`config.mk`:
```
export PLATFORM = sky130hd
export DESIGN_NAME = idma_wr_desc_gen
export DESIGN_NICKNAME = d
export VERILOG_FILES = /design/src/rtl/idma_wr_desc_gen.sv
export SDC_FILE = /design/constraint.sdc
export NUM_CORES = 1
export LEC_CHECK = 0
export ABC_AREA = 0
export CORE_MARGIN = 2
export CORE_UTILIZATION = 44
export DETAILED_ROUTE_END_ITERATION = 10
export PLACE_DENSITY_LB_ADDON = 0.12
export REMOVE_ABC_BUFFERS = 1
export SETUP_SLACK_MARGIN = 0.02
export SLEW_MARGIN = 20
export SYNTH_ARGS = -nofsm -noshare
export SYNTH_HDL_FRONTEND = slang
export SYNTH_SLANG_ARGS = --single-unit
```
`constraint.sdc`:
```
create_clock -name aclk -period 12.8 [get_ports aclk]
set_input_delay 2.56 -clock aclk [delete_from_list [all_inputs] [get_ports aclk]]
set_output_delay 2.56 -clock aclk [all_outputs]
set_load 0.01 [all_outputs]
```
`src/rtl/idma_wr_desc_gen.sv`:
```
// Write-side 2D descriptor walker: splits one (base, words, rows, stride) command into per-row (addr, words) FIFO entries.
// Latency: first entry visible two cycles after the cfg_start edge; one entry per cycle when the consumer keeps up.
// Backpressure: generation stalls while the FIFO is full (registered count, no push/pop bypass); cfg_abort flushes.
module idma_wr_desc_gen #(
    parameter int FIFO_DEPTH = 4,
    parameter int WORD_BYTES = 32
) (
    input  logic        aclk,
    input  logic        areset,
    input  logic        cfg_start,
    input  logic        cfg_abort,
    input  logic [31:0] cfg_base_addr,
    input  logic [15:0] cfg_row_words,
    input  logic [15:0] cfg_row_num,
    input  logic [31:0] cfg_row_stride,
    output logic [31:0] waddr_fifo_waddr_in,
    output logic [31:0] waddr_fifo_wr_num_word,
    output logic        waddr_fifo_empty,
    input  logic        waddr_fifo_pop,
    output logic        busy,
    output logic        done
);

    localparam int PTR_W = (FIFO_DEPTH > 1) ? $clog2(FIFO_DEPTH) : 1;
    localparam logic [PTR_W:0] DEPTH_CNT = (PTR_W+1)'(FIFO_DEPTH);

    // Reject parameter sets the pointer arithmetic cannot support.
    if (FIFO_DEPTH < 2 || (FIFO_DEPTH & (FIFO_DEPTH - 1)) != 0 || WORD_BYTES < 1) begin : g_bad_params
        $error("idma_wr_desc_gen: FIFO_DEPTH must be a power of 2 >= 2 and WORD_BYTES >= 1");
    end

    typedef enum logic [1:0] {
        S_IDLE  = 2'd0,
        S_GEN   = 2'd1,
        S_DRAIN = 2'd2,
        S_DONE  = 2'd3
    } state_t;

    state_t state_q;
    state_t state_d;

    // Command registers captured on an accepted start.
    logic [31:0] cur_addr_q;
    logic [15:0] rows_left_q;
    logic [15:0] row_words_q;
    logic [31:0] stride_q;
    logic        zero_cmd_q;

    // Entry FIFO: pointers carry a wrap bit so full and empty are distinguishable.
    logic [PTR_W:0] wr_ptr_q;
    logic [PTR_W:0] rd_ptr_q;
    logic [PTR_W:0] count;
    logic [31:0]    mem_addr_q  [FIFO_DEPTH];
    logic [15:0]    mem_words_q [FIFO_DEPTH];

    logic fifo_empty;
    logic fifo_full;
    logic push;
    logic pop;
    logic start_ok;
    logic cmd_zero;
    logic last_push;

    assign count      = wr_ptr_q - rd_ptr_q;
    assign fifo_empty = (wr_ptr_q == rd_ptr_q);
    assign fifo_full  = (count == DEPTH_CNT);

    // Start is only honoured in IDLE and loses to a concurrent abort.
    assign start_ok  = (state_q == S_IDLE) && cfg_start && !cfg_abort;
    assign cmd_zero  = (cfg_row_num == 16'd0) || (cfg_row_words == 16'd0);
    // Pops on an empty FIFO are dropped so the read pointer never passes the write pointer.
    assign pop       = waddr_fifo_pop && !fifo_empty && !cfg_abort;
    assign last_push = push && (rows_left_q == 16'd1);

    // State register.
    always_ff @(posedge aclk) begin
        if (areset) begin
            state_q <= S_IDLE;
        end else begin
            state_q <= state_d;
        end
    end

    // Next-state logic; abort overrides every other transition.
    always_comb begin
        state_d = state_q;
        if (cfg_abort) begin
            state_d = S_IDLE;
        end else begin
            case (state_q)
                S_IDLE: begin
                    if (start_ok) begin
                        state_d = cmd_zero ? S_DONE : S_GEN;
                    end
                end
                S_GEN: begin
                    if (last_push) begin
                        state_d = S_DRAIN;
                    end
                end
                S_DRAIN: begin
                    if (fifo_empty) begin
                        state_d = S_DONE;
                    end
                end
                S_DONE: begin
                    state_d = S_IDLE;
                end
                default: begin
                    state_d = S_IDLE;
                end
            endcase
        end
    end

    // Outputs decoded from state; a zero-length command pulses done without ever raising busy.
    always_comb begin
        push = 1'b0;
        busy = 1'b0;
        done = 1'b0;
        case (state_q)
            S_GEN: begin
                push = !fifo_full && !cfg_abort;
                busy = 1'b1;
            end
            S_DRAIN: begin
                busy = 1'b1;
            end
            S_DONE: begin
                busy = !zero_cmd_q;
                done = 1'b1;
            end
            default: begin
                push = 1'b0;
            end
        endcase
    end

    // Command capture and per-row address/row-count advance.
    always_ff @(posedge aclk) begin
        if (areset) begin
            cur_addr_q  <= 32'd0;
            rows_left_q <= 16'd0;
            row_words_q <= 16'd0;
            stride_q    <= 32'd0;
            zero_cmd_q  <= 1'b0;
        end else if (start_ok) begin
            cur_addr_q  <= cfg_base_addr;
            rows_left_q <= cfg_row_num;
            row_words_q <= cfg_row_words;
            stride_q    <= cfg_row_stride;
            zero_cmd_q  <= cmd_zero;
        end else if (push) begin
            // Wraps modulo 2^32; 4 KB splitting happens downstream.
            cur_addr_q  <= cur_addr_q + stride_q;
            rows_left_q <= rows_left_q - 16'd1;
        end
    end

    // FIFO pointers; abort flushes by collapsing both pointers to zero.
    always_ff @(posedge aclk) begin
        if (areset || cfg_abort) begin
            wr_ptr_q <= '0;
            rd_ptr_q <= '0;
        end else begin
            if (push) begin
                wr_ptr_q <= wr_ptr_q + 1'b1;
            end
            if (pop) begin
                rd_ptr_q <= rd_ptr_q + 1'b1;
            end
        end
    end

    // Entry storage, cleared on reset so the head reads zero out of reset.
    always_ff @(posedge aclk) begin
        if (areset) begin
            for (int i = 0; i < FIFO_DEPTH; i++) begin
                mem_addr_q[i]  <= 32'd0;
                mem_words_q[i] <= 16'd0;
            end
        end else if (push) begin
            mem_addr_q[wr_ptr_q[PTR_W-1:0]]  <= cur_addr_q;
            mem_words_q[wr_ptr_q[PTR_W-1:0]] <= row_words_q;
        end
    end

    assign waddr_fifo_waddr_in    = mem_addr_q[rd_ptr_q[PTR_W-1:0]];
    assign waddr_fifo_wr_num_word = {16'b0, mem_words_q[rd_ptr_q[PTR_W-1:0]]};
    assign waddr_fifo_empty       = fifo_empty;

endmodule
```
==> reports/qor.csv <==
metric;value;unit
worst min path class;flip-flop to flip-flop;
CP Class;flip-flop to output pin;
post-CTS setup buffer count;0;
DRT Pass-1 Iters;6;
CP Max Fanout;25;
Cell Rows;66;
final hold vios;0;
Setup WS post-layout;7.30;ns
CTS sink cnt;299;
critical path data required time;10.24;ns
Root Buffer;clkbuf_16;
htree depth;2;
final core utilization;53.8;%
Worst R2R Path Depth;10;
Cells on Worst Hold Path;2;
clk_skew;0.0136;ns
detailed placement HPWL;24.7;mm
Primary FF master, synth;edfxtp_1;
worst hold path endpoint;stride_q[14]$_SDFFE_PP0P_;
slowest CP cell;dfxtp_4;
max-cap violations;0;
most frequent cells in the layout;edfxtp_1, nand2_1, clkdlybuf4s50_1, and2_1, a21oi_1;
post-route minimum period;5.50;ns
initial antenna violation count;0;
worst slack, placed;6.90;ns
critical path launch point type;flip-flop;
GP Congestion;0.876;
DR iter-0 viols;673;
worst-path cell chain;buf_4 -> mux4_2 -> clkdlybuf4s50_1;
R2R setup slack;8.81;ns
Port Buf Inserts;151;
Ys Warns;0;
final total negative setup slack;0;ns
grt ovf;0;
Top Family by Delay on Critical Path;buffers and inverters;
die area;34700;um2
Die Y;186;um
slew of the pin with the lowest slew margin;0.789;ns
CTS tree;built;
worst skew pair latency;0.51;ns
commonest non-fill, non-tap cell in the layout;edfxtp_1;
DRC;0;
CP Capture Type;output pin;
core area;32600;um2
Fin Hold WS;0.456;ns
Ports;168;
Design Area, Final;17500;um2
placed cell count;1821;
Gates resized, CTS repair;0;
worst hold start;stride_q[14]$_SDFFE_PP0P_;
Post-layout nets;1558;
gr usage total;22.0;%
run status;finished, final reports clean;
initial core utilization;44.9;%
Die Wd;186;um
Largest stage delay, worst path;0.69;ns
post-route insts no fill;1882;
sequential share of the synthesized area;54.0;%
total wire length;38.4;mm
PwrDens;129;nW/um2
worst r2r dst;mem_words_q[2][11]$_SDFFCE_PN0P_;
clock transition at the registers of the reported paths;0.06;ns
Syn Area/Cell;11.3;um2
setup violators final;0;
EDFF count, synth;192;
VDD IR max;0.0000690;V
Total Power;2.26;mW
LEAKAGE;6.68;nW
total CTS buffers;34;
vias per cell;5.49;
Filler cells;2846;
count of different cell masters after synthesis;73;
Slew Viols, Final;0;
Clock Path Buffers;3;
Max Clock Freq;182;MHz
via count;10300;
RSZ-0062 raised after global routing;false;
asr flop ratio synth;0;%
vias in the first global route;10300;
crit share post-route;43.0;%
Critical Path AT;2.94;ns
Post-Syn Area;14600;um2
layout cell share with drive strength beyond 1;10.4;%
Yosys reg bits;299;
Post-Synthesis Cells;1294;
final antenna-violating net count;0;
Buf/Inv on CP;2;
relative slew slack;47.4;%
pin count of the biggest net entering global routing;66;
Worst R2R Start;wr_ptr_q[0]$_SDFFE_PP0P_;
Cell Area, Placed;16500;um2
P&R area growth vs syn;19.9;%
CTS Hold Bufs;0;
post-DR wirelength/cell;20.4;um
first-pass GRT wire length;59.9;mm
==> sequential cells by signal, summed over array words and instances (netlist names), named ones only <==
signal,count
state_q,2
zero_cmd_q,1
mem_addr_q,128
rows_left_q,16
rd_ptr_q,3
wr_ptr_q,3
mem_words_q,64
stride_q,32
cur_addr_q,32
row_words_q,16
==> layout make-up <==
class	instances	area (um2)	area share [%]
inverter	17	63.8	0.364
clock buffer	51	987	5.63
multi-input combinational	894	6280	35.8
tap	442	553	3.15
sequential	299	7910	45.1
clock inverter	9	104	0.592
timing repair buffer	169	1640	9.37
antenna	1	2.50	0.0143
==> cell usage after synthesis (all sizes together) (2+ instances only) <==
master / count / area share [%]
edfxtp: 192 / 39
nand2: 156 / 4.0
and2: 146 / 6.2
a21oi: 111 / 3.8
dfxtp: 107 / 15
clkbuf: 63 / 1.6
nor2: 60 / 1.5
and3: 55 / 2.4
mux4: 48 / 7.4
ha: 41 / 3.5
buf: 35 / 1.4
o21ai: 27 / 1.0
a21o: 24 / 1.3
nand3: 22 / 0.75
inv: 17 / 0.44
nor3: 17 / 0.58
xor2: 16 / 0.96
nor4: 15 / 0.64
xnor2: 15 / 0.90
a31oi: 14 / 0.64
o211ai: 12 / 0.68
a2111oi: 8 / 0.65
nand4: 8 / 0.34
a211oi: 7 / 0.39
a311oi: 7 / 0.58
a221oi: 6 / 0.36
or2: 6 / 0.26
a222oi: 4 / 0.27
a22oi: 4 / 0.21
nor2b: 4 / 0.17
o21bai: 4 / 0.21
a32oi: 3 / 0.18
mux2i: 3 / 0.21
nand3b: 3 / 0.15
o211a: 3 / 0.21
o31ai: 3 / 0.15
a211o: 2 / 0.12
a21boi: 2 / 0.10
and4: 2 / 0.12
nor3b: 2 / 0.10
o21a: 2 / 0.10
o311ai: 2 / 0.12
o41ai: 2 / 0.17
or3: 2 / 0.10
==> logic make-up (layout without fill, tap and decap cells) <==
family	count (synthesis)	count (layout)	synth area share, %
AOI/OAI and AO/OA	251	251	11.5
xor gates and xnor gates	31	31	1.86
adders and majority gates	42	42	3.64
buffers and inverters	116	246	3.69
DFF	299	299	54.0
muxes	51	51	7.59
other	1	17	0.0256
and+or+nand+nor	503	503	17.6
==> per-layer routing <==
layer	vias up	track usage, %	wire, um
met5	-	0	0
met4	0	6.06	892
met3	55	3.14	2070
met2	296	35.9	18000
met1	5022	30.7	17500
li1	4960	-	-
==> worst reg2reg max path, delay by kind of cell, from the launching register on <==
kind | cells | cell delay [ns]
xor gates and xnor gates | 1 | 0.12
and+or+nand+nor | 5 | 1.40
DFF | 1 | 0.47
adders and majority gates | 1 | 0.24
buffers and inverters | 3 | 1.36
==> power by group <==
part           internal [mW]  switching, mW
logic                 0.0897          0.117
registers               1.06         0.0277
clock network          0.576          0.385
total                   1.73          0.530
==> worst max-delay path by stage <==
stage	to	cells past startpoint	from	slack [ns]
2_1_floorplan	cur_addr_q[30]$_SDFFE_PP0P_	6	cfg_start	5.06
3_3_place_gp	mem_addr_q[1][0]$_SDFFCE_PN0P_	7	cfg_abort	6.96
3_5_place_dp	mem_words_q[1][1]$_SDFFCE_PN0P_	7	cfg_abort	6.90
4_1_cts	waddr_fifo_waddr_in[31]	3	flip-flop	7.18
5_1_grt	waddr_fifo_waddr_in[31]	3	flip-flop	7.07
6_report	waddr_fifo_waddr_in[9]	3	flip-flop	7.30
Note: power is estimated with default switching activity, not from simulation.
